--- src/rtl/regbank_pkg.sv ---
// Shared constants and encodings for the register bank write path.
// Imported by the arbiter top and its round-robin sub-block.
package regbank_pkg;

  localparam int DATA_W = 8;
  localparam int ADDR_W = 3;

  typedef enum logic [1:0] {
    ST_INIT,
    ST_RUN,
    ST_CLEAR
  } state_t;

  localparam logic REQ_A = 1'b0;
  localparam logic REQ_B = 1'b1;

endpackage

--- src/rtl/rr_arbiter2.sv ---
// Two-way round-robin grant with pointer update.
// Grants are one-hot and only issued while accept is high.
module rr_arbiter2 (
  input  logic clk,
  input  logic rst,
  input  logic accept,
  input  logic validA,
  input  logic validB,
  output logic grantA,
  output logic grantB
);
  import regbank_pkg::*;

  logic rrPtr;

  always_comb begin
    grantA = 1'b0;
    grantB = 1'b0;
    if (accept) begin
      unique case (1'b1)
        (validA && !validB): grantA = 1'b1;
        (!validA && validB): grantB = 1'b1;
        (validA && validB): begin
          grantA = (rrPtr == REQ_A);
          grantB = (rrPtr == REQ_B);
        end
        default: ;
      endcase
    end
  end

  // A grant always means a transfer, so the loser goes first next time.
  always_ff @(posedge clk) begin
    if (rst) begin
      rrPtr <= REQ_A;
    end else if (grantA) begin
      rrPtr <= REQ_B;
    end else if (grantB) begin
      rrPtr <= REQ_A;
    end
  end

endmodule

--- src/rtl/regbank_write_arbiter.sv ---
// Owns the register bank write port: zero sweeps on reset or
// command, otherwise round-robin writeback from requesters A and B.
module regbank_write_arbiter #(
  parameter int DATA_W        = 8,
  parameter int ADDR_W        = 3,
  parameter int NUM_REGS      = 8,
  parameter int INIT_ON_RESET = 1
) (
  input  logic              clk,
  input  logic              rst,
  input  logic              validA,
  input  logic [ADDR_W-1:0] regA,
  input  logic [DATA_W-1:0] dataA,
  output logic              readyA,
  input  logic              validB,
  input  logic [ADDR_W-1:0] regB,
  input  logic [DATA_W-1:0] dataB,
  output logic              readyB,
  input  logic              clearReq,
  output logic              busy,
  output logic              regWrite,
  output logic [ADDR_W-1:0] writeRegister,
  output logic [DATA_W-1:0] writeData
);
  import regbank_pkg::*;

  localparam logic [ADDR_W-1:0] LAST = ADDR_W'(NUM_REGS - 1);
  localparam state_t RST_ST =
    (INIT_ON_RESET != 0) ? ST_INIT : ST_RUN;

  state_t            state;
  state_t            stateNext;
  logic [ADDR_W-1:0] sweepCnt;
  logic [ADDR_W-1:0] sweepCntNext;
  logic              wrEnNext;
  logic [ADDR_W-1:0] wrRegNext;
  logic [DATA_W-1:0] wrDataNext;
  logic              accept;
  logic              grantA;
  logic              grantB;

  assign accept = !rst && (state == ST_RUN) && !clearReq;

  rr_arbiter2 u_arb (
    .clk    (clk),
    .rst    (rst),
    .accept (accept),
    .validA (validA),
    .validB (validB),
    .grantA (grantA),
    .grantB (grantB)
  );

  assign readyA = grantA;
  assign readyB = grantB;
  assign busy   = rst ? (INIT_ON_RESET != 0)
                      : (state != ST_RUN);

  always_comb begin
    stateNext    = state;
    sweepCntNext = sweepCnt;
    wrEnNext     = 1'b0;
    wrRegNext    = writeRegister;
    wrDataNext   = writeData;
    unique case (state)
      ST_INIT, ST_CLEAR: begin
        wrEnNext     = 1'b1;
        wrRegNext    = sweepCnt;
        wrDataNext   = '0;
        sweepCntNext = sweepCnt + ADDR_W'(1);
        if (sweepCnt == LAST) begin
          stateNext    = ST_RUN;
          sweepCntNext = '0;
        end
      end
      ST_RUN: begin
        unique case (1'b1)
          clearReq: begin
            stateNext    = ST_CLEAR;
            sweepCntNext = '0;
          end
          grantA: begin
            wrEnNext   = 1'b1;
            wrRegNext  = regA;
            wrDataNext = dataA;
          end
          grantB: begin
            wrEnNext   = 1'b1;
            wrRegNext  = regB;
            wrDataNext = dataB;
          end
          default: ;
        endcase
      end
      default: stateNext = RST_ST;
    endcase
  end

  always_ff @(posedge clk) begin
    if (rst) begin
      state         <= RST_ST;
      sweepCnt      <= '0;
      regWrite      <= 1'b0;
      writeRegister <= '0;
      writeData     <= '0;
    end else begin
      state         <= stateNext;
      sweepCnt      <= sweepCntNext;
      regWrite      <= wrEnNext;
      writeRegister <= wrRegNext;
      writeData     <= wrDataNext;
    end
  end

endmodule

--- config.mk ---
export PLATFORM = sky130hd
export DESIGN_NAME = regbank_write_arbiter
export DESIGN_NICKNAME = d
export VERILOG_FILES = /design/src/rtl/regbank_pkg.sv /design/src/rtl/rr_arbiter2.sv /design/src/rtl/regbank_write_arbiter.sv
export SDC_FILE = /design/constraint.sdc
export NUM_CORES = 1
export LEC_CHECK = 0
export BUFFER_PORTS_ARGS = -buffer_cell sky130_fd_sc_hd__buf_2
export CAP_MARGIN = 15
export CORE_MARGIN = 2
export CORE_UTILIZATION = 47
export CTS_BUF_LIST = sky130_fd_sc_hd__clkbuf_4 sky130_fd_sc_hd__clkbuf_8
export CTS_CLUSTER_DIAMETER = 80
export DETAILED_ROUTE_END_ITERATION = 7
export PLACE_DENSITY = 0.89
export SLEW_MARGIN = 20
export SYNTH_ARGS = -nofsm -noshare
export SYNTH_HDL_FRONTEND = slang
export SYNTH_HIERARCHICAL = 1
export SYNTH_SLANG_ARGS = --single-unit
--- constraint.sdc ---
create_clock -name clk -period 2.5 [get_ports clk]
set_clock_uncertainty 0.15 [all_clocks]
set_input_delay 0 -clock clk [delete_from_list [all_inputs] [get_ports clk]]
set_output_delay 0 -clock clk [all_outputs]
set_load 0.05 [all_outputs]
==> results.py <==
metrics = {
    "floorplan": {
        "die_x_um": 47.3,
        "die_area_um2": 2240,
        "design.core.area_um2": 1750,
        "rows": 15,
        "io_pins": 42,
        "initial_core_util_pct": 50.5,
        "die_h_um": 47.3,
    },
    "yosys": {
        "yosysMostFrequentCell": "dfxtp_1",
        "synthTopCellsByArea": "dfxtp_1 (41%), a221oi_2 (5.1%), a22oi_1 (5.1%)",
        "async_flop_share_pct": 0,
        "synth.avg_cell_area_um2": 9.59,
        "synth_top_area_cell": "dfxtp_1",
        "ys_seq_elements": 18,
        "netlist_top_cells_count": "dfxtp_1 (18), nor2_1 (8), a22oi_1 (6), nand2_1 (6)",
        "synth-main-ff-cell": "dfxtp_1",
        "muxShareOfSynthArea_pct": 7.23,
        "synth_cells": 92,
        "yosysSeqAreaShare_pct": 40.9,
        "synth-edff-count": 0,
        "synthXorXnorAreaFrac_pct": 0,
        "synth_top_family_by_area": "compound AO/OA/AOI/OAI gates",
        "synth_adder_area_share_pct": 2.84,
        "yosys_warnings": 6,
        "synth_nets": 121,
        "synth_top_cell_area_share_pct": 40.9,
        "synth-simple-area-share_pct": 16.9,
        "synth_compound_gate_area_share_pct": 26.8,
        "ys_types": 30,
        "syn_area_um2": 882,
    },
    "pwr": {
        "intPower_uw": 404,
        "p_clk_share_pct": 26.4,
        "peakVddDrop_mv": 0.389,
        "p_seq_share_pct": 55.0,
        "swShare_pct": 26.3,
        "power_density_nw_per_um2": 386,
        "switching_power_uw": 144,
        "p_leak_nw": 0.604,
        "comb_power_share_pct": 18.6,
    },
    "hold_path": {
        "whs_path_depth": 4,
        "hp-start": "regA[2]",
        "min_path_type": "input pin to flop",
        "worstHoldEndpoint": "writeRegister[2]",
    },
    "placed_design": {
        "pre_cts_ws_ns": 0.372,
        "portBuffers": 41,
        "dp.cells": 156,
        "place_congestion": 0.790,
        "dp_hpwl_mm": 1.65,
    },
    "clocking": {
        "cts_made_buffers": 3,
        "clk_latency_ns": 0.29,
        "clock-sinks": 18,
        "cts_max_level": 1,
        "cts_buffer_depth": 2,
        "clk_pin_slew_ns": 0.11,
        "clockRootBuffer": "clkbuf_4",
        "cts_tree": "yes",
    },
    "run_status": {
        "status": "finished, final reports clean",
    },
    "finish": {
        "instances_no_fill": 186,
        "layout.nets": 192,
        "diodes": 0,
        "post-route-util_pct": 81.4,
        "final_layout_size_suffix_gt1_share_pct": 40.4,
        "syn2layout_area_growth_pct": 61.1,
    },
    "worst_setup_path": {
        "worst_r2r_path_depth": 9,
        "crit_type": "input pin to flop",
        "cp-startpoint": "rst",
        "cpMostUsedCell": "dlygate4sd3_1",
        "r2r-end": "writeData[1]",
        "cp-end-kind": "flop",
        "critPathArrivalTime_ns": 2.48,
        "r2r_slack_ns": 0.06,
        "r2r_start": "state[1]",
        "critical-path-max-stage-delay_ns": 0.57,
        "path_cells": "dlygate4sd3_1 -> buf_2 -> nand2b_1 -> nor2_4 -> nand2_1 -> a21oi_4 -> buf_6 -> mux2i_1 -> dlygate4sd3_1 -> o31ai_1",
        "cp_max_fo": 15,
        "crit_path_top_delay_cell": "dlygate4sd3_1",
        "required_ns": 2.54,
        "start_kind": "input pin",
    },
    "detailed_routing": {
        "wl_per_cell_um": 17.8,
        "drc_errors": 0,
        "drt_wl_total_mm": 3.31,
        "firstDrtPassIters": 4,
        "avgViaCountPerCell": 5.81,
        "via_count": 1080,
        "drt_iter0_drc": 42,
        "postRouteAntennaNets": 0,
    },
    "global_route": {
        "grt_pass1_vias": 997,
        "grt.overflow.total": 0,
        "grt_max_degree": 16,
        "antenna_found_initial": 0,
        "grt_pass1_wl_mm": 4.32,
        "track_usage_pct": 27.6,
    },
    "sta": {
        "relSlewSlack_pct": 70.2,
        "fin_ws_ns": 0.0576,
        "tightestPinTransition_ns": 0.445,
        "maxSlewViolCount": 0,
        "hold_viol": 0,
        "period_minus_slack_ns": 2.44,
        "setup_viol": 0,
        "max_freq_mhz": 409,
        "fin_crit_sh_pct": 97.7,
        "setup-tns-final_ns": 0,
        "hold_slack_ns": 0.0850,
    },
    "job": {
        "maxCapViolCount": 0,
    },
}
[state kept, by name, summed over array words and instances, names as in the netlist]
signal	count
regWrite	1
writeRegister	3
sweepCnt	3
u_arb/rrPtr	1
writeData	8
state	2
[power groups by stage]
stage | Combinational, mW | Sequential [mW] | Clock, mW
floorplan | 0.0284 | 0.319 | 0
global placement | 0.0707 | 0.307 | 0
detailed placement | 0.0732 | 0.307 | 0
CTS | 0.0963 | 0.301 | 0.140
global route | 0.109 | 0.302 | 0.160
finish | 0.102 | 0.302 | 0.145
[worst max path at each step]
stage	end	slack, ns	cells after the start
2_1_floorplan	writeRegister[2]	0.04	10
3_3_place_gp	writeRegister[0]	0.52	8
3_5_place_dp	writeRegister[2]	0.37	8
4_1_cts	writeData[2]	0.05	9
5_1_grt	writeData[7]	-0.009	10
6_report	writeData[1]	0.06	10
[cell families after synthesis]
group | after synthesis
mux | 6
fa+ha+maj | 2
buf+inv | 10
simple gates | 27
flops | 18
compound gates | 29
[through the flow]
step                      cell area, µm²  total power [mW]
final                               1420             0.549
after global routing                1420             0.572
after CTS                           1370             0.537
after detailed placement            1140             0.380
after global placement              1140             0.377
after floorplan                      907             0.348
[final cells by class]
type                            count  area [µm²]
Fill cell                         107         324
Clock buffer                        3        22.5
Sequential cell                    18         360
Multi-Input combinational cell     64         504
Tap cell                           25        31.3
Timing Repair Buffer               71         484
Inverter                            5        18.8
[what timing repair did]
action | 4_1_cts | 5_1_grt
resized for setup | 0 | 2
endpoints found under the hold margin | 18 | 0
endpoints found under the setup margin | 0 | 3
hold buffers | 21 | 0
buffers inserted | 0 | 5
[cell usage in the layout (no fill, tap or decap), types with 5 or more instances in the layout]
| master | netlist | layout |
|---|---|---|
| nand2_1 | 6 | 6 |
| buf_2 | 2 | 42 |
| o2bb2ai_1 | 5 | 5 |
| a22oi_1 | 6 | 6 |
| nor2_1 | 8 | 7 |
| inv_1 | 5 | 5 |
| dfxtp_1 | 18 | 18 |
| dlygate4sd3_1 | 0 | 21 |
| buf_4 | 0 | 7 |
[metal layers]
metal	vias to the layer above	track usage, %	part of all wire (%)
met5	-	0	0
met4	0	12.8	2.9
met3	12	5.77	6.2
met2	68	48.9	52
met1	514	31.3	39
li1	486	-	-
[worst max-delay path, delay by kind of cell]
family / cells / cell delay (ns)
buf+inv: 4 / 1.51
simple gates: 3 / 0.50
compound gates: 2 / 0.26
mux: 1 / 0.19
Power figures use the tool's default switching activity.
